`src/rtl/store_buffer.sv`:
```
// Posted-write store buffer: FIFO of word-aligned stores drained to data memory
// over req/ack, with youngest-entry merging and load-hazard detection.
module store_buffer #(
    parameter int DEPTH  = 4,
    parameter int ADDR_W = 32
) (
    input  logic              clk,
    input  logic              rst_n,
    input  logic              st_valid,
    input  logic [ADDR_W-1:0] st_addr,
    input  logic [31:0]       st_data,
    input  logic [3:0]        st_mask,
    output logic              st_ready,
    output logic              mem_req,
    output logic [ADDR_W-1:0] mem_addr,
    output logic [31:0]       mem_wdata,
    output logic [3:0]        mem_wmask,
    input  logic              mem_ack,
    input  logic [ADDR_W-1:0] ld_addr,
    output logic              ld_conflict,
    output logic              empty
);

    localparam int PTR_W = (DEPTH > 1) ? $clog2(DEPTH) : 1;
    localparam int WA_W  = ADDR_W - 2;
    localparam logic [PTR_W:0] FULL = (PTR_W + 1)'(DEPTH);
    localparam logic [PTR_W:0] TWO  = (PTR_W + 1)'(2);

    logic [WA_W-1:0]  ent_addr [DEPTH];
    logic [31:0]      ent_data [DEPTH];
    logic [3:0]       ent_mask [DEPTH];
    logic [PTR_W-1:0] rd_ptr, wr_ptr, tail, offs;
    logic [PTR_W:0]   count;
    logic [WA_W-1:0]  st_word, ld_word;
    logic             pop, accept, merge, alloc;

    assign st_word  = st_addr[ADDR_W-1:2];
    assign ld_word  = ld_addr[ADDR_W-1:2];
    assign tail     = wr_ptr - PTR_W'(1);
    assign st_ready = (count != FULL);
    assign mem_req  = (count != '0);
    assign empty    = (count == '0);
    assign pop      = mem_req && mem_ack;
    assign accept   = st_valid && st_ready && (st_mask != 4'b0000);
    // count >= 2 guarantees the tail is not the head, which may be mid-handshake
    assign merge    = accept && (count >= TWO) && (ent_addr[tail] == st_word);
    assign alloc    = accept && !merge;

    assign mem_addr  = mem_req ? {ent_addr[rd_ptr], 2'b00} : '0;
    assign mem_wdata = mem_req ? ent_data[rd_ptr] : '0;
    assign mem_wmask = mem_req ? ent_mask[rd_ptr] : '0;

    always_comb begin
        ld_conflict = 1'b0;
        offs        = '0;
        for (int i = 0; i < DEPTH; i++) begin
            offs = PTR_W'(i) - rd_ptr;
            if (({1'b0, offs} < count) && (ent_addr[i] == ld_word))
                ld_conflict = 1'b1;
        end
    end

    always_ff @(posedge clk or negedge rst_n) begin
        if (!rst_n) begin
            count  <= '0;
            rd_ptr <= '0;
            wr_ptr <= '0;
            for (int i = 0; i < DEPTH; i++) begin
                ent_addr[i] <= '0;
                ent_data[i] <= '0;
                ent_mask[i] <= '0;
            end
        end else begin
            if (pop)
                rd_ptr <= rd_ptr + PTR_W'(1);
            if (alloc) begin
                ent_addr[wr_ptr] <= st_word;
                ent_data[wr_ptr] <= st_data;
                ent_mask[wr_ptr] <= st_mask;
                wr_ptr           <= wr_ptr + PTR_W'(1);
            end else if (merge) begin
                for (int b = 0; b < 4; b++) begin
                    if (st_mask[b]) begin
                        ent_data[tail][8*b +: 8] <= st_data[8*b +: 8];
                        ent_mask[tail][b]        <= 1'b1;
                    end
                end
            end
            if (alloc && !pop)
                count <= count + (PTR_W + 1)'(1);
            else if (!alloc && pop)
                count <= count - (PTR_W + 1)'(1);
        end
    end

endmodule

```
`config.mk`:
```
export PLATFORM = sky130hd
export DESIGN_NAME = store_buffer
export DESIGN_NICKNAME = d
export VERILOG_FILES = /design/src/rtl/store_buffer.sv
export SDC_FILE = /design/constraint.sdc
export NUM_CORES = 1
export LEC_CHECK = 0
export CAP_MARGIN = 0
export CORE_UTILIZATION = 53
export CTS_CLUSTER_DIAMETER = 100
export DETAILED_ROUTE_END_ITERATION = 10
export GPL_ROUTABILITY_DRIVEN = 0
export PLACE_DENSITY = 0.78
export SYNTH_ARGS = -nofsm -noshare
export SYNTH_HDL_FRONTEND = slang
export SYNTH_SLANG_ARGS = --single-unit
```
`constraint.sdc`:
```
create_clock -name clk -period 4.6 [get_ports clk]
set_input_delay 0.69 -clock clk [delete_from_list [all_inputs] [get_ports clk]]
set_output_delay 0.69 -clock clk [all_outputs]
set_load 0.01 [all_outputs]
```
==> metrics.csv <==
metric;value;unit
use_met3;5.37;%
report.final.slew_viol_count;0;
holdCritPathClass;input port to async pin;
syn-cell-area;17700;µm²
antenna_found_initial;4;
yosysMostFrequentCell;dfrtp_1;
netlist.area_leader.share;38.2;%
synthTopCellsByArea;dfrtp_1 38%, mux4_2 11%, mux2_4 9.5%, a22oi_1 5.5%, xnor2_1 5.4%;
grt_max_degree;128;
antenna_left;0;
grtUsageMet1;41.9;%
worstPathRequired;5050;ps
grt-ovfl-total;0;
portBuffers;169;
boundaryPins;176;
syn_inst;1613;
worstMarginPinSlew;996;ps
synth_top_family_by_area;multiplexers;
cp-end-kind;flip-flop;
synthAdderAreaFrac;1.03;%
hold_slack;264;ps
clock-root-buffer;clkbuf_16;
via_per_inst;6.65;
synthXorXnorAreaFrac;7.70;%
vias;14300;
fin_crit;4430;ps
layout_setup_ws;168;ps
worst_ir_drop_vdd;0.000460;V
setup_viol;0;
setup_tns;0;ps
coreArea;32700;µm²
synth_warnings;0;
timing.fmax;226;MHz
startpoint;wr_ptr[0]$_DFFE_PN0N_;
drive_above_1_share;18.4;%
criticalPathCategory;flip-flop to flip-flop;
h-tree-depth;1;
post-place-ws;356;ps
synth.mux.area_fraction;22.3;%
synth_common_cells;271 x dfrtp_1, 134 x nand2_1, 133 x and3_1, 129 x a22oi_1, 128 x o21ai_0;
yosys_register_bits;271;
clkTransAtPathRegs;60;ps
finalNetCount;1800;
n_fill_cell;2570;
fin_crit_sh;96.4;%
cts_tree;built;
clock_latency;580;ps
fin_cells;2150;
die_y;185;µm
wl;53700;µm
grt_first_pass_wirelength;83500;µm
grt_pass1_vias;14400;
cts.sinks;271;
synth-simple-area-share;15.3;%
initial_core_util;54.3;%
synth_compound_gate_area_share;10.8;%
use_met2;51.5;%
fin_skew;20.4;ps
rsz0062_at_grt;false;
synth_flop_cell;dfrtp_1;
synth_cell_type_count;42;
power_density;777;nW/µm²
drc;0;
area_growth;16.1;%
synth_edf_count;0;
drt_iter0_drc;1594;
cts_setup_buffers;0;
cts_buffers;31;
dp_cells;2091;
timing.rr.start;wr_ptr[0]$_DFFE_PN0N_;
detailed_place_hpwl;33900;µm
top_usage_layer;met2;
status;complete, no violations;
leakagePower;8.64;nW
finalHoldViolCount;0;
avgSynthCellArea;11.0;µm²
grt_use_total;31.8;%
startpoint_type;flip-flop;
dieWidth;185;µm
relSlewSlack;33.6;%
maxCapViolations;0;
fp.dieArea;34200;µm²
wl_per_cell;25.0;µm
seq_area_frac_synth;38.2;%
row_count;66;
dr.pass1.iters;6;
yosysTopAreaCell;dfrtp_1;
cts_buffer_depth;3;
postLayoutCoreUtil;63.0;%
cp.arrival;4880;ps
synthArstFlopShare;100;%
crit_fanout;57;
repair_timing:
| item | 4_1_cts | 5_1_grt |
|---|---|---|
| hold buffers | 0 | 0 |
| resized for setup | 0 | 1 |
| endpoints found under the setup margin | 0 | 1 |
layout make-up:
type,count,area (µm²),share of cell area [%]
diodes,2,5.00,0.0243
clock buffers,44,905,4.39
clock inverters,13,128,0.620
inverters,11,41.3,0.200
multi-input cells,1168,10200,49.4
flip-flops and latches,271,6790,33.0
well taps,442,553,2.68
repair buffers,199,2000,9.71
worst paths after layout:
path	endpoint	slack [ps]	cells past startpoint
setup / recovery	ent_addr[30]$_DFFE_PN0P_	170	12
hold / removal	ent_addr[14]$_DFFE_PN0P_	260	1
setup reg to reg	ent_addr[30]$_DFFE_PN0P_	170	12
hold reg to reg	ent_mask[11]$_DFFE_PN0P_	520	1
max in group asynchronous	ent_addr[1]$_DFFE_PN0P_	3350	2
min in group clk	ent_mask[11]$_DFFE_PN0P_	520	1
flip-flops by register name, summed over array words and instances, names as in the netlist:
signal,cells
rd_ptr,2
ent_data,128
ent_addr,120
ent_mask,16
wr_ptr,2
count,3
layer usage:
metal  routed length, µm  vias to the layer above  part of all wire (%)
li1                    -                     6135                     -
met4                2420                        4                   4.5
met5                  29                        -                 0.054
met2               25500                      820                    47
met1               20800                     7172                    39
met3                4960                      164                   9.2
report_power, final:
| part | internal (W) | switching, W | total [W] | leakage, nW |
|---|---|---|---|---|
| combinational | 0.00479 | 0.00391 | 0.00870 | 4.81 |
| clock | 0.00147 | 0.00103 | 0.00251 | 0.510 |
| sequential | 0.00355 | 0.00125 | 0.00480 | 3.31 |
| total | 0.00982 | 0.00619 | 0.0160 | 8.64 |
critical path, stage by stage (launching register included):
cell and delay [ps]:
dfrtp_2 420, inv_1 260, ha_2 480, buf_4 320
mux2i_1 240, xnor2_1 100, o2111ai_1 460, nor4_4 130
nand4_4 130, buf_4 480, and3_2 290, buf_4 550
mux2_2 410
logic make-up after synthesis:
kind of cell	count (synthesis)
muxes	225
buffers and inverters	175
and+or+nand+nor	481
xor gates and xnor gates	156
other	1
DFF	271
AOI/OAI and AO/OA	290
adders and majority gates	14
stage by stage:
| step | instance area [µm²] | total power [W] |
|---|---|---|
| after floorplan | 17800 | 0.0103 |
| after global placement | 19600 | 0.0131 |
| after detailed placement | 19600 | 0.0134 |
| after CTS | 20600 | 0.0160 |
| after global routing | 20600 | 0.0168 |
| final | 20600 | 0.0160 |
cell usage in the layout, fill, tap and decap left out, types with 13 or more instances in the layout:
cell and count:
a221o_1 16, nand4_1 40, clkdlybuf4s50_1 168, mux4_2 90, xnor2_1 109, nand2_1 134
o21ai_0 128, and4_1 32, and2_1 66, clkbuf_16 31, nor4_1 16, mux2_4 112
mux2_2 13, nor3_1 17, a22oi_1 129, dfrtp_1 268, xor2_1 47, and3_1 128
nand3_1 28, buf_4 23
Note: power is estimated with default switching activity, not from simulation.
